`src/rtl/dff_ram_pkg.sv`:
```
// ============================================================================
//  Module      : dff_ram_pkg
//  Description : Shared lane width, FSM state type and byte-merge helper for
//                the flip-flop dual-port RAM.
//  Revision    : 1.0
// ============================================================================
`default_nettype none

package dff_ram_pkg;

    localparam int LANE_W = 8;
    // Widest word the merge helper handles; callers zero-extend and truncate.
    localparam int MAX_W  = 1024;
    localparam int MAX_BE = MAX_W / LANE_W;

    typedef enum logic [0:0] {
        ST_CLEAR = 1'b0,
        ST_RUN   = 1'b1
    } state_t;

    function automatic logic [MAX_W-1:0] be_merge(
        input logic [MAX_W-1:0]  old_word,
        input logic [MAX_W-1:0]  new_word,
        input logic [MAX_BE-1:0] be
    );
        logic [MAX_W-1:0] merged;
        merged = old_word;
        for (int i = 0; i < MAX_BE; i++) begin
            if (be[i]) begin
                merged[i*LANE_W +: LANE_W] = new_word[i*LANE_W +: LANE_W];
            end
        end
        return merged;
    endfunction

endpackage

`default_nettype wire

```
`src/rtl/dff_ram_rd_pipe.sv`:
```
// ============================================================================
//  Module      : dff_ram_rd_pipe
//  Description : Read result register plus optional output stage (OUT_REG).
//  Revision    : 1.0
// ============================================================================
`default_nettype none

module dff_ram_rd_pipe #(
    parameter int DATA_W  = 72,
    parameter int OUT_REG = 0
) (
    input  logic              clk,
    input  logic              rst,
    input  logic              in_valid,
    input  logic [DATA_W-1:0] in_data,
    output logic              out_valid,
    output logic [DATA_W-1:0] out_data
);

    logic              r_s1_valid;
    logic [DATA_W-1:0] r_s1_data;

    // Data only moves on a valid result so the output holds between reads.
    always_ff @(posedge clk or posedge rst) begin
        if (rst) begin
            r_s1_valid <= 1'b0;
            r_s1_data  <= '0;
        end else begin
            r_s1_valid <= in_valid;
            if (in_valid) begin
                r_s1_data <= in_data;
            end
        end
    end

    generate
        if (OUT_REG != 0) begin : g_out_reg
            logic              r_s2_valid;
            logic [DATA_W-1:0] r_s2_data;

            always_ff @(posedge clk or posedge rst) begin
                if (rst) begin
                    r_s2_valid <= 1'b0;
                    r_s2_data  <= '0;
                end else begin
                    r_s2_valid <= r_s1_valid;
                    if (r_s1_valid) begin
                        r_s2_data <= r_s1_data;
                    end
                end
            end

            assign out_valid = r_s2_valid;
            assign out_data  = r_s2_data;
        end else begin : g_no_out_reg
            assign out_valid = r_s1_valid;
            assign out_data  = r_s1_data;
        end
    endgenerate

endmodule

`default_nettype wire

```
`src/rtl/dff_ram_dp.sv`:
```
// ============================================================================
//  Module      : dff_ram_dp
//  Description : Simple-dual-port flip-flop RAM with byte enables and a clear
//                engine. Define DFF_RAM_BYPASS_EN for write-to-read bypass.
//  Revision    : 1.0
// ============================================================================
`default_nettype none

module dff_ram_dp
    import dff_ram_pkg::*;
#(
    parameter int DATA_W  = 72,
    parameter int ADDR_W  = 2,
    parameter int OUT_REG = 0
) (
    input  logic                   clk,
    input  logic                   rst,
    input  logic                   clr,
    output logic                   ready,
    input  logic                   wr_en,
    input  logic [ADDR_W-1:0]      wr_addr,
    input  logic [DATA_W-1:0]      wr_data,
    input  logic [DATA_W/8-1:0]    wr_be,
    input  logic                   rd_en,
    input  logic [ADDR_W-1:0]      rd_addr,
    output logic [DATA_W-1:0]      r_data,
    output logic                   r_valid
);

    localparam int              c_depth    = 1 << ADDR_W;
    localparam logic [ADDR_W-1:0] c_cnt_last = ADDR_W'(c_depth - 1);

    state_t            r_state;
    logic [ADDR_W-1:0] r_cnt;
    logic [DATA_W-1:0] r_mem [c_depth];

    logic              w_wr_fire;
    logic              w_rd_fire;
    logic [DATA_W-1:0] w_wr_merged;
    logic [DATA_W-1:0] w_rd_word;

    assign ready     = (r_state == ST_RUN);
    assign w_wr_fire = ready & wr_en;
    assign w_rd_fire = ready & rd_en;

    assign w_wr_merged = DATA_W'(be_merge(MAX_W'(r_mem[wr_addr]),
                                          MAX_W'(wr_data),
                                          MAX_BE'(wr_be)));

`ifdef DFF_RAM_BYPASS_EN
    // Same-address collision: the merged write word is exactly the new contents.
    assign w_rd_word = (w_wr_fire && (wr_addr == rd_addr)) ? w_wr_merged
                                                           : r_mem[rd_addr];
`else
    assign w_rd_word = r_mem[rd_addr];
`endif

    always_ff @(posedge clk or posedge rst) begin
        if (rst) begin
            r_state <= ST_CLEAR;
            r_cnt   <= '0;
        end else begin
            case (r_state)
                ST_CLEAR: begin
                    if (clr) begin
                        r_cnt <= '0;
                    end else begin
                        r_cnt <= r_cnt + ADDR_W'(1);
                        if (r_cnt == c_cnt_last) begin
                            r_state <= ST_RUN;
                        end
                    end
                end
                ST_RUN: begin
                    if (clr) begin
                        r_state <= ST_CLEAR;
                        r_cnt   <= '0;
                    end
                end
                default: begin
                    r_state <= ST_CLEAR;
                    r_cnt   <= '0;
                end
            endcase
        end
    end

    // Storage has no reset of its own; the clear engine owns initialisation.
    always_ff @(posedge clk) begin
        if (r_state == ST_CLEAR) begin
            r_mem[r_cnt] <= '0;
        end else if (w_wr_fire) begin
            r_mem[wr_addr] <= w_wr_merged;
        end
    end

    dff_ram_rd_pipe #(
        .DATA_W  (DATA_W),
        .OUT_REG (OUT_REG)
    ) u_rd_pipe (
        .clk       (clk),
        .rst       (rst),
        .in_valid  (w_rd_fire),
        .in_data   (w_rd_word),
        .out_valid (r_valid),
        .out_data  (r_data)
    );

endmodule

`default_nettype wire

```
`config.mk`:
```
export PLATFORM = sky130hd
export DESIGN_NAME = dff_ram_dp
export DESIGN_NICKNAME = d
export VERILOG_FILES = /design/src/rtl/dff_ram_pkg.sv /design/src/rtl/dff_ram_rd_pipe.sv /design/src/rtl/dff_ram_dp.sv
export SDC_FILE = /design/constraint.sdc
export NUM_CORES = 1
export LEC_CHECK = 0
export BUFFER_PORTS_ARGS = -buffer_cell sky130_fd_sc_hd__buf_2
export CAP_MARGIN = 20
export CORE_MARGIN = 2
export CORE_UTILIZATION = 35
export DETAILED_ROUTE_END_ITERATION = 12
export PLACE_DENSITY = 0.58
export SYNTH_ARGS = -nofsm -noshare
export SYNTH_HDL_FRONTEND = slang
export SYNTH_HIERARCHICAL = 1
export SYNTH_SLANG_ARGS = --single-unit
```
`constraint.sdc`:
```
create_clock -name clk -period 5.6 [get_ports clk]
set_input_delay 0 -clock clk [delete_from_list [all_inputs] [get_ports clk]]
set_output_delay 0 -clock clk [all_outputs]
set_load 0.005 [all_outputs]
```
==> impl_results.md <==
* Status: complete, no violations
* First-pass GRT wire length at 51,700 µm
* Vias in the first global route at 8,512
* Final setup vio count at 0
* Initial core utilization at 35.5%
* Num ports at 164
* Arr. time, crit path at 2950 ps
* GRT Resource Usage Total at 15.5%
* Cells after Synth at 785
* Antenna viol nets, final at 0
* DRT iter0 DRCs at 480
* Pre-CTS setup slack at 2800 ps
* Largest area contributor in the netlist: edfxtp_1
* Vias/cell at 5.07
* Total gr overflow at 0
* # DRC at 0
* Max VDD drop at 204 µV
* Fin. Hold Viols at 0
* Diode count at 0
* Synthesized flop and latch total at 364
* RSZ-0062 raised after global routing: false
* Final WL at 34,200 µm
* Setup TNS Final at 0 ps
* Die Wd at 210 µm
* Syn Area/Cell at 19.0 µm²
* Core Region at 0.0419 mm²
* RePlAce Congestion at 0.782
* Non-filler cells, final at 1,607
* Crit path kind: reg2reg
* Std cell rows at 75
* Cell area after synthesis at 0.0149 mm²
* Slew Viols, Final at 0
* Peak Freq at 368 MHz
* Layout area overhead at 22.8%
* HPWL Detailed at 22,400 µm
* Fillers at 3,652
* Final Cycle Share at 48.5%
* Clock Sinks at 364
* Insertion delay to the later sink of the worst-skew pair at 520 ps
* CP max FO at 49
* Register area at 0.0106 mm²
* Post-Syn Nets at 876
* Clk buf depth at 3
* Hold WS at 45.0 ps
* Final core utilization at 43.6%
* CTS tree: yes
* Fin crit period at 2720 ps
* Critical path launch point type: flip-flop
* Pwr dens at 428 mW/mm²
* Critical path required time at 5830 ps
* Port Buffers at 163
* Worst-path clk slew at 60 ps
* Die area at 0.0442 mm²
* Inserted Clock Buffers at 37
* H-tree depth at 2
* Initial antenna violation count at 0
* Endpoint class of the critical path: flip-flop
* Leak pwr at 0.00689 µW
* Main area contributors after synthesis: edfxtp_1 (58%), dfrtp_1 (13%), mux4_2 (11%)
* Cell count after placement at 1,453
* Hold WC Path Type: in2reg
* Multi-input logic area at 0.00388 mm²
* YS warnings at 6
* Final net count at 1,130
* CTS Root Cell: clkbuf_16
* Register area share after synthesis at 70.8%
* Via count at 8,150
* Clock skew at 17.3 ps
* Yosys top cell area share at 58.1%
* Final worst setup slack at 2880 ps
* Largest net degree at the start of global routing at 82
* Detailed Routing Iterations Pass 1 at 5
* Max-Cap Viols at 0
* Worst slew pin tran at 1100 ps
* Relative slew slack at 26.9%
* WL/cell at 21.3 µm
* Cell variety after synth at 26
* Fraction of layout cells with a size suffix above 1 at 39.2%
* Die H at 210 µm
==> path summary, 6_finish.rpt <==
path                                         from                endpoint  slack [ps]  depth (start not counted)
setup / recovery                            ready            r_mem[2][12]        2880                          4
hold / removal                           wr_be[7]            r_mem[3][56]          50                          3
setup reg to reg                            ready            r_mem[2][12]        2880                          4
hold reg to reg            u_rd_pipe/out_data[42]  u_rd_pipe/out_data[42]         510                          1
max in group asynchronous                     rst  u_rd_pipe/out_data[36]        4560                          4
min in group asynchronous                     rst  u_rd_pipe/out_data[26]         350                          4
==> cell usage in the layout, fill, tap and decap left out, types with 9 or more instances in the layout <==
| cell | Yosys | final |
|---|---|---|
| edfxtp_1 | 288 | 288 |
| buf_2 | 12 | 178 |
| dlygate4sd3_1 | 0 | 75 |
| dfrtp_1 | 76 | 75 |
| nand3_1 | 73 | 73 |
| mux4_2 | 72 | 72 |
| a31oi_1 | 72 | 72 |
| mux2_4 | 70 | 70 |
| clkbuf_16 | 0 | 40 |
| o21ai_0 | 36 | 35 |
| buf_4 | 7 | 26 |
| clkinv_2 | 0 | 10 |
| nand2_1 | 9 | 9 |
==> per-stage QoR <==
step	area, µm²	power, µW
after floorplan	14900	4660
after global placement	16100	5260
after detailed placement	16200	5300
after CTS	18200	7910
after global routing	18300	8180
final	18300	7830
==> critical path, stage by stage (launching register included) <==
cell and delay [ps]:
dfrtp_2 650, buf_4 420, or3b_2 680, o21ai_0 370, buf_2 300
==> synth_stat cells <==
master      n
edfxtp_1  288
dfrtp_1    76
nand3_1    73
a31oi_1    72
mux4_2     72
mux2_4     70
o21ai_0    36
clkbuf_1   32
buf_2      12
nand2_1     9
buf_6       8
buf_12      7
buf_4       7
nor2_1      5
nand3b_1    3
or3b_2      3
inv_1       2
mux2_2      2
and2_1      1
buf_1       1
ha_1        1
mux2i_1     1
nor3_2      1
nor4_4      1
or3_1       1
xor2_1      1
==> area by class of cell <==
| type | count | share of cell area [%] |
|---|---|---|
| Tap cell | 539 | 3.69 |
| Multi-Input combinational cell | 352 | 21.2 |
| Timing Repair Buffer | 282 | 10.4 |
| Clock buffer | 47 | 5.67 |
| Inverter | 2 | 0.0479 |
| Sequential cell | 364 | 57.7 |
| Clock inverter | 21 | 1.28 |
==> layer usage <==
metal	share of wire (%)	global-route usage (%)	vias up
li1	-	-	3705
met1	45	21.5	4155
met2	48	24.9	235
met3	5.0	2.83	55
met4	2.5	4.94	0
met5	0	0	-
==> cells by family (layout without fill, tap and decap cells) <==
kind of cell	Yosys count	in the layout	synth area share, %
AO/OA/AOI/OAI	108	108	4.23
XOR/XNOR	1	1	0.0588
adder cells (fa/ha/maj)	1	1	0.0840
buffers and inverters	69	352	3.18
flip-flops	364	364	70.8
multiplexers	145	145	18.2
AND/OR/NAND/NOR	97	97	3.43
==> sequential cells by signal, indices dropped and copies added (netlist names) <==
signal	flops
r_cnt	2
r_mem	288
u_rd_pipe/out_valid	1
ready	1
u_rd_pipe/out_data	72
==> timing repair <==
action | 4_1_cts | 5_1_grt
gates resized for setup | 0 | 0
setup endpoints to repair | 0 | 0
buffers inserted | 0 | 0
hold endpoints to repair | 367 | 0
hold buffers | 75 | 0
==> report_power, final <==
part           internal (µW)  total (µW)  switching (µW)
clock network           1540        2550            1010
registers               3580        3830             250
logic                    797        1450             648
total                   5920        7830            1910
(Power assumes the default switching activity.)
